--- config.mk ---
export PLATFORM = sky130hd
export DESIGN_NAME = tmds_decoder
export DESIGN_NICKNAME = d
export VERILOG_FILES = /design/src/rtl/tmds_decoder.sv
export SDC_FILE = /design/constraint.sdc
export NUM_CORES = 1
export LEC_CHECK = 0
export BUFFER_PORTS_ARGS = -buffer_cell sky130_fd_sc_hd__buf_4
export CAP_MARGIN = 20
export CORE_MARGIN = 3
export CORE_UTILIZATION = 58
export DETAILED_ROUTE_END_ITERATION = 10
export MAX_ROUTING_LAYER = met4
export PLACE_DENSITY = 0.83
export SYNTH_ARGS = -nofsm -noshare
export SYNTH_HDL_FRONTEND = slang
export SYNTH_SLANG_ARGS = --single-unit
--- constraint.sdc ---
create_clock -name clk_in -period 2.1 [get_ports clk_in]
set_input_delay 0.315 -clock clk_in [delete_from_list [all_inputs] [get_ports clk_in]]
set_output_delay 0.315 -clock clk_in [all_outputs]
set_load 0.01 [all_outputs]
--- src/rtl/tmds_decoder.sv ---
// tmds_decoder: TMDS receive channel with token-based word alignment and data/control decode
module tmds_decoder #(
   parameter int TOKEN_LOCK_COUNT = 8,
   parameter int SEARCH_TIMEOUT   = 2048,
   parameter int SLIP_WAIT        = 4
) (
   input  logic       clk_in,
   input  logic       rst_in,
   input  logic [9:0] tmds_in,
   output logic [7:0] data_out,
   output logic [1:0] control_out,
   output logic       de_out,
   output logic       locked_out,
   output logic       bitslip_out,
   output logic       lost_out
);
   localparam int CW = $clog2(SEARCH_TIMEOUT) + 1;
   localparam logic [1:0] S_SEARCH    = 2'd0;
   localparam logic [1:0] S_SLIP_WAIT = 2'd1;
   localparam logic [1:0] S_LOCKED    = 2'd2;
   localparam logic [CW-1:0] TIMER_LAST = CW'(SEARCH_TIMEOUT - 1);
   localparam logic [7:0] TOK_LAST = 8'(TOKEN_LOCK_COUNT - 1);
   localparam logic [3:0] WAIT_LAST = 4'(SLIP_WAIT - 1);

   logic [1:0]    r_state;
   logic [7:0]    r_tok_cnt;
   logic [CW-1:0] r_timer;
   logic [CW-1:0] r_gap;
   logic [3:0]    r_wait;

   logic          w_is_tok;
   logic [1:0]    w_tok_ctl;
   logic [7:0]    w_q;
   logic [6:0]    w_x;
   logic [7:0]    w_d;
   logic          w_lock_hit;
   logic          w_timeout;
   logic          w_wait_done;
   logic          w_drop;
   logic          w_de;
   logic [1:0]    w_state_nxt;
   logic [7:0]    w_tok_inc;
   logic [CW-1:0] w_timer_inc;
   logic [CW-1:0] w_gap_inc;

   // Token recognition, data decode and FSM decisions for the word on the input this cycle
   always_comb begin
      w_is_tok    = (tmds_in == 10'h354) || (tmds_in == 10'h0AB) ||
                    (tmds_in == 10'h154) || (tmds_in == 10'h2AB);
      w_tok_ctl   = (tmds_in == 10'h0AB) ? 2'b01 :
                    (tmds_in == 10'h154) ? 2'b10 :
                    (tmds_in == 10'h2AB) ? 2'b11 : 2'b00;
      w_q         = tmds_in[9] ? ~tmds_in[7:0] : tmds_in[7:0];
      w_x         = w_q[7:1] ^ w_q[6:0];
      w_d         = {tmds_in[8] ? w_x : ~w_x, w_q[0]};
      w_tok_inc   = (&r_tok_cnt) ? r_tok_cnt : r_tok_cnt + 8'd1;
      w_timer_inc = (&r_timer) ? r_timer : r_timer + CW'(1);
      w_gap_inc   = (&r_gap) ? r_gap : r_gap + CW'(1);
      // lock takes priority over a coincident search timeout
      w_lock_hit  = (r_state == S_SEARCH) && w_is_tok && (r_tok_cnt == TOK_LAST);
      w_timeout   = (r_state == S_SEARCH) && !w_lock_hit && (r_timer == TIMER_LAST);
      w_wait_done = (r_state == S_SLIP_WAIT) && (r_wait == WAIT_LAST);
      // the word that brings the gap up to the timeout is the one that drops lock
      w_drop      = (r_state == S_LOCKED) && !w_is_tok && (r_gap == TIMER_LAST);
      w_de        = (r_state == S_LOCKED) && !w_is_tok && !w_drop;
      w_state_nxt = w_lock_hit  ? S_LOCKED :
                    w_timeout   ? S_SLIP_WAIT :
                    w_wait_done ? S_SEARCH :
                    w_drop      ? S_SEARCH :
                    (r_state == 2'd3) ? S_SEARCH : r_state;
   end

   // Alignment FSM and its counters; every counter clears when its state is left
   always_ff @(posedge clk_in or posedge rst_in) begin
      if (rst_in) begin
         r_state   <= S_SEARCH;
         r_tok_cnt <= '0;
         r_timer   <= '0;
         r_gap     <= '0;
         r_wait    <= '0;
      end else begin
         r_state   <= w_state_nxt;
         r_tok_cnt <= (r_state == S_SEARCH && w_is_tok && !w_lock_hit) ? w_tok_inc : '0;
         r_timer   <= (r_state == S_SEARCH && !w_timeout && !w_lock_hit) ? w_timer_inc : '0;
         r_wait    <= (r_state == S_SLIP_WAIT && !w_wait_done) ? r_wait + 4'd1 : '0;
         r_gap     <= (r_state == S_LOCKED && !w_is_tok && !w_drop) ? w_gap_inc : '0;
      end
   end

   // Registered decode outputs and single-cycle status pulses
   always_ff @(posedge clk_in or posedge rst_in) begin
      if (rst_in) begin
         data_out    <= '0;
         control_out <= '0;
         de_out      <= 1'b0;
         locked_out  <= 1'b0;
         bitslip_out <= 1'b0;
         lost_out    <= 1'b0;
      end else begin
         data_out    <= w_de ? w_d : 8'h00;
         control_out <= w_is_tok ? w_tok_ctl : control_out;
         de_out      <= w_de;
         locked_out  <= w_lock_hit || (r_state == S_LOCKED && !w_drop);
         bitslip_out <= w_timeout;
         lost_out    <= w_drop;
      end
   end
endmodule

==> metrics <==
Critical Path Fanout Max 6; layout cells sized above 1 17.97%; Worst Path Required 2.31 ns; CTS max path bufs 2; met2 WL post-DR 2530 um; most numerous cell in the Yosys netlist dfrtp_1; first-pass GRT wire length 9211 um; Final WS setup 0.1786 ns; worst relative slew slack 61.54%; Yosys reg bits 52; DRC errors left 0; r2r startpoint r_timer[0]; worst hold path type primary input to async pin; clk_lat worst skew 0.30 ns; postcts setup bufs 0; Worst Reg2Reg Path Length in Cells 6; min Tclk post-route 1.921 ns; Crit Path Class flop to flop; largest net degree at the start of global routing 29; First-pass DRT Iterations 4; post-synth top area share 49.64%; critical path's largest stage delay between 0.4 and 0.5 ns; Die W between 70 and 80 um; H-tree depth 2; crit end category flop; P_leak 0.001295 uW; Setup violations, final 0; starting density of the core 62.82%; Gate Count Post-Synth 261; Ys Warns 0; register area share after synthesis 49.64%; initial antenna violation count 0; vias per cell 6.177; routed via count roughly 2100; Die Y 73.23 um; wl on met1 2481 um; fin. max-slew vios 0; power per cell area a little under 700 mW/mm2; Synth Area per Inst 10.04 um2; ys async rst share 100.0%; Max Freq about 520 MHz; CTS clock-pin slew for the worst setup and hold paths 0.09 ns; vias in the first global route 1994; Final Net Count slightly above 300; Unique masters post-synth 47; clk_skew 0.006494 ns; net count after synthesis 277; io pins 26; Finished Layout Cells about 350; worst reg2reg path endpoint r_timer[5]; CTS tree done; die area between 0.005 and 0.006 mm2; setup tns final 0 ns; startpoint types flop; EDFF count, synth 0; area grow syn2layout 14.75%; Post-Place Cells about 340; final WL 5297 um; VDD IR max 0.4477 mV; synth cell count leaders dfrtp_1 (52), nor2_1 (35), xnor2_1 (18); post-DP HPWL 3794 um; total core area 0.004173 mm2; Primary FF master, synth dfrtp_1; Top Metal Used met4; CTS Buf Count 5; Overall Global Routing Usage 22.61%; status completed; RSZ-0062 raised after global routing false; cell accounting for the most synthesized area dfrtp_1; synth top area cells dfrtp_1 (50%), xnor2_1 (6.0%), nor2_1 (5.0%); post-synthesis instance area approximately 0.0026 mm2; Tcrit/Tclk final 91.50%; reg2reg setup slack 0.18 ns; number of max-cap violations 0; row count 23; grt ovf 0; root buffer cell clkbuf_8; slew of the pin with the lowest slew margin 0.5761 ns; critical-path cell list ha_1, nand3_1, nor4_2, buf_4, or4_1, a211oi_1; Sink Count 52; met3 wire len 231 um; worst slack, placed 0.1002 ns; CP arrival ~2.1 ns; diode count 0; Routability Congestion ~0.93; routed wire length per instance 15.35 um; buffers added on ports 25; Final Hold Vio Count 0; Detail Route Antenna Nets 0; slowest cell on the critical path or4_1; DR iter-0 viols 176
-- cell type report --
type                    instances  area, um2
inverters                       5      18.77
clock inverters                 1      8.758
fillers                       305       1165
clock buffers                   6      82.58
flip-flops and latches         52       1301
multi-input cells             198       1274
repair buffers                 33      260.3
well taps                      50      62.56
-- power breakdown --
part	leakage [uW]	internal [uW]	total, uW	switching (uW)
combinational	0.000540	136	297	161
sequential	0.000708	1070	1160	88.9
clock	0.0000473	263	585	321
-- worst max path at each step --
stage / startpoint / to
after floorplan: r_gap[0] / locked_out
after global placement: r_timer[0] / r_timer[5]
after detailed placement: r_timer[0] / r_timer[3]
after CTS: r_timer[0] / r_timer[3]
after global routing: r_timer[0] / r_timer[3]
final: r_timer[0] / r_timer[5]
-- state kept, by name (all words and copies together), names as in the netlist --
| register | cells |
|---|---|
| control_out | 2 |
| de_out | 1 |
| lost_out | 1 |
| r_wait | 4 |
| bitslip_out | 1 |
| locked_out | 1 |
| r_state | 2 |
| r_gap | 12 |
| r_tok_cnt | 8 |
| r_timer | 12 |
| data_out | 8 |
-- layout by cell type, fill, tap and decap left out, types with 2 or more instances in the layout --
cell / instances
nor3_1: 11
a211oi_1: 8
nor4b_1: 2
dfrtp_1: 52
buf_4: 32
and3b_1: 2
nand3_1: 15
xnor2_1: 18
nand4_1: 6
a21oi_1: 8
nor2_1: 35
xor2_1: 2
o31ai_1: 4
ha_1: 4
or4_1: 5
o31a_1: 2
nand2_1: 17
nor4_1: 5
and3_1: 4
o21ai_0: 6
inv_1: 4
mux2i_1: 6
or3_1: 4
o21ba_2: 2
clkbuf_8: 6
a31oi_1: 5
o311ai_0: 2
and4_1: 3
nand4_2: 2
or2_2: 3
-- critical path, delay by kind of cell, from the launching register on --
family / cells / cell delay (ns)
DFF: 1 / 0.42
AOI/OAI and AO/OA: 1 / 0.23
adders and majority gates: 1 / 0.28
and+or+nand+nor: 3 / 0.76
buffers and inverters: 1 / 0.15
-- metrics by stage --
step                hold WS, ns  utilization [%]  cell area, um2  power (uW)
detailed placement       0.4228            69.72            2909        1470
CTS                     0.09259            71.90            3000        2047
global route             0.1090            72.08            3008        2144
floorplan                0.4176                -            2621        1367
global placement         0.4166            69.72            2909        1452
finish                  0.06818            72.08            3008        2043
-- repair_timing --
item / CTS / global route
gates resized for setup: 0 / 2
setup endpoints to repair: 0 / 1
hold buffers: 0 / 0
-- per-layer routing --
metal | GRT usage (%) | vias to the layer above
li1 | - | 1032
met1 | 30.18 | 1035
met2 | 35.15 | 56
met3 | 4.683 | 8
met4 | 6.148 | 0
met5 | - | -
-- cell families after synthesis --
kind of cell / Yosys count / share of synthesized area [%]
compound gates: 46 / 12.51
simple gates: 121 / 24.49
flops: 52 / 49.64
fa+ha+maj: 4 / 1.909
mux: 7 / 2.721
xor+xnor: 20 / 6.683
buf+inv: 11 / 2.052
No activity file was read; power rests on OpenSTA's default activity.
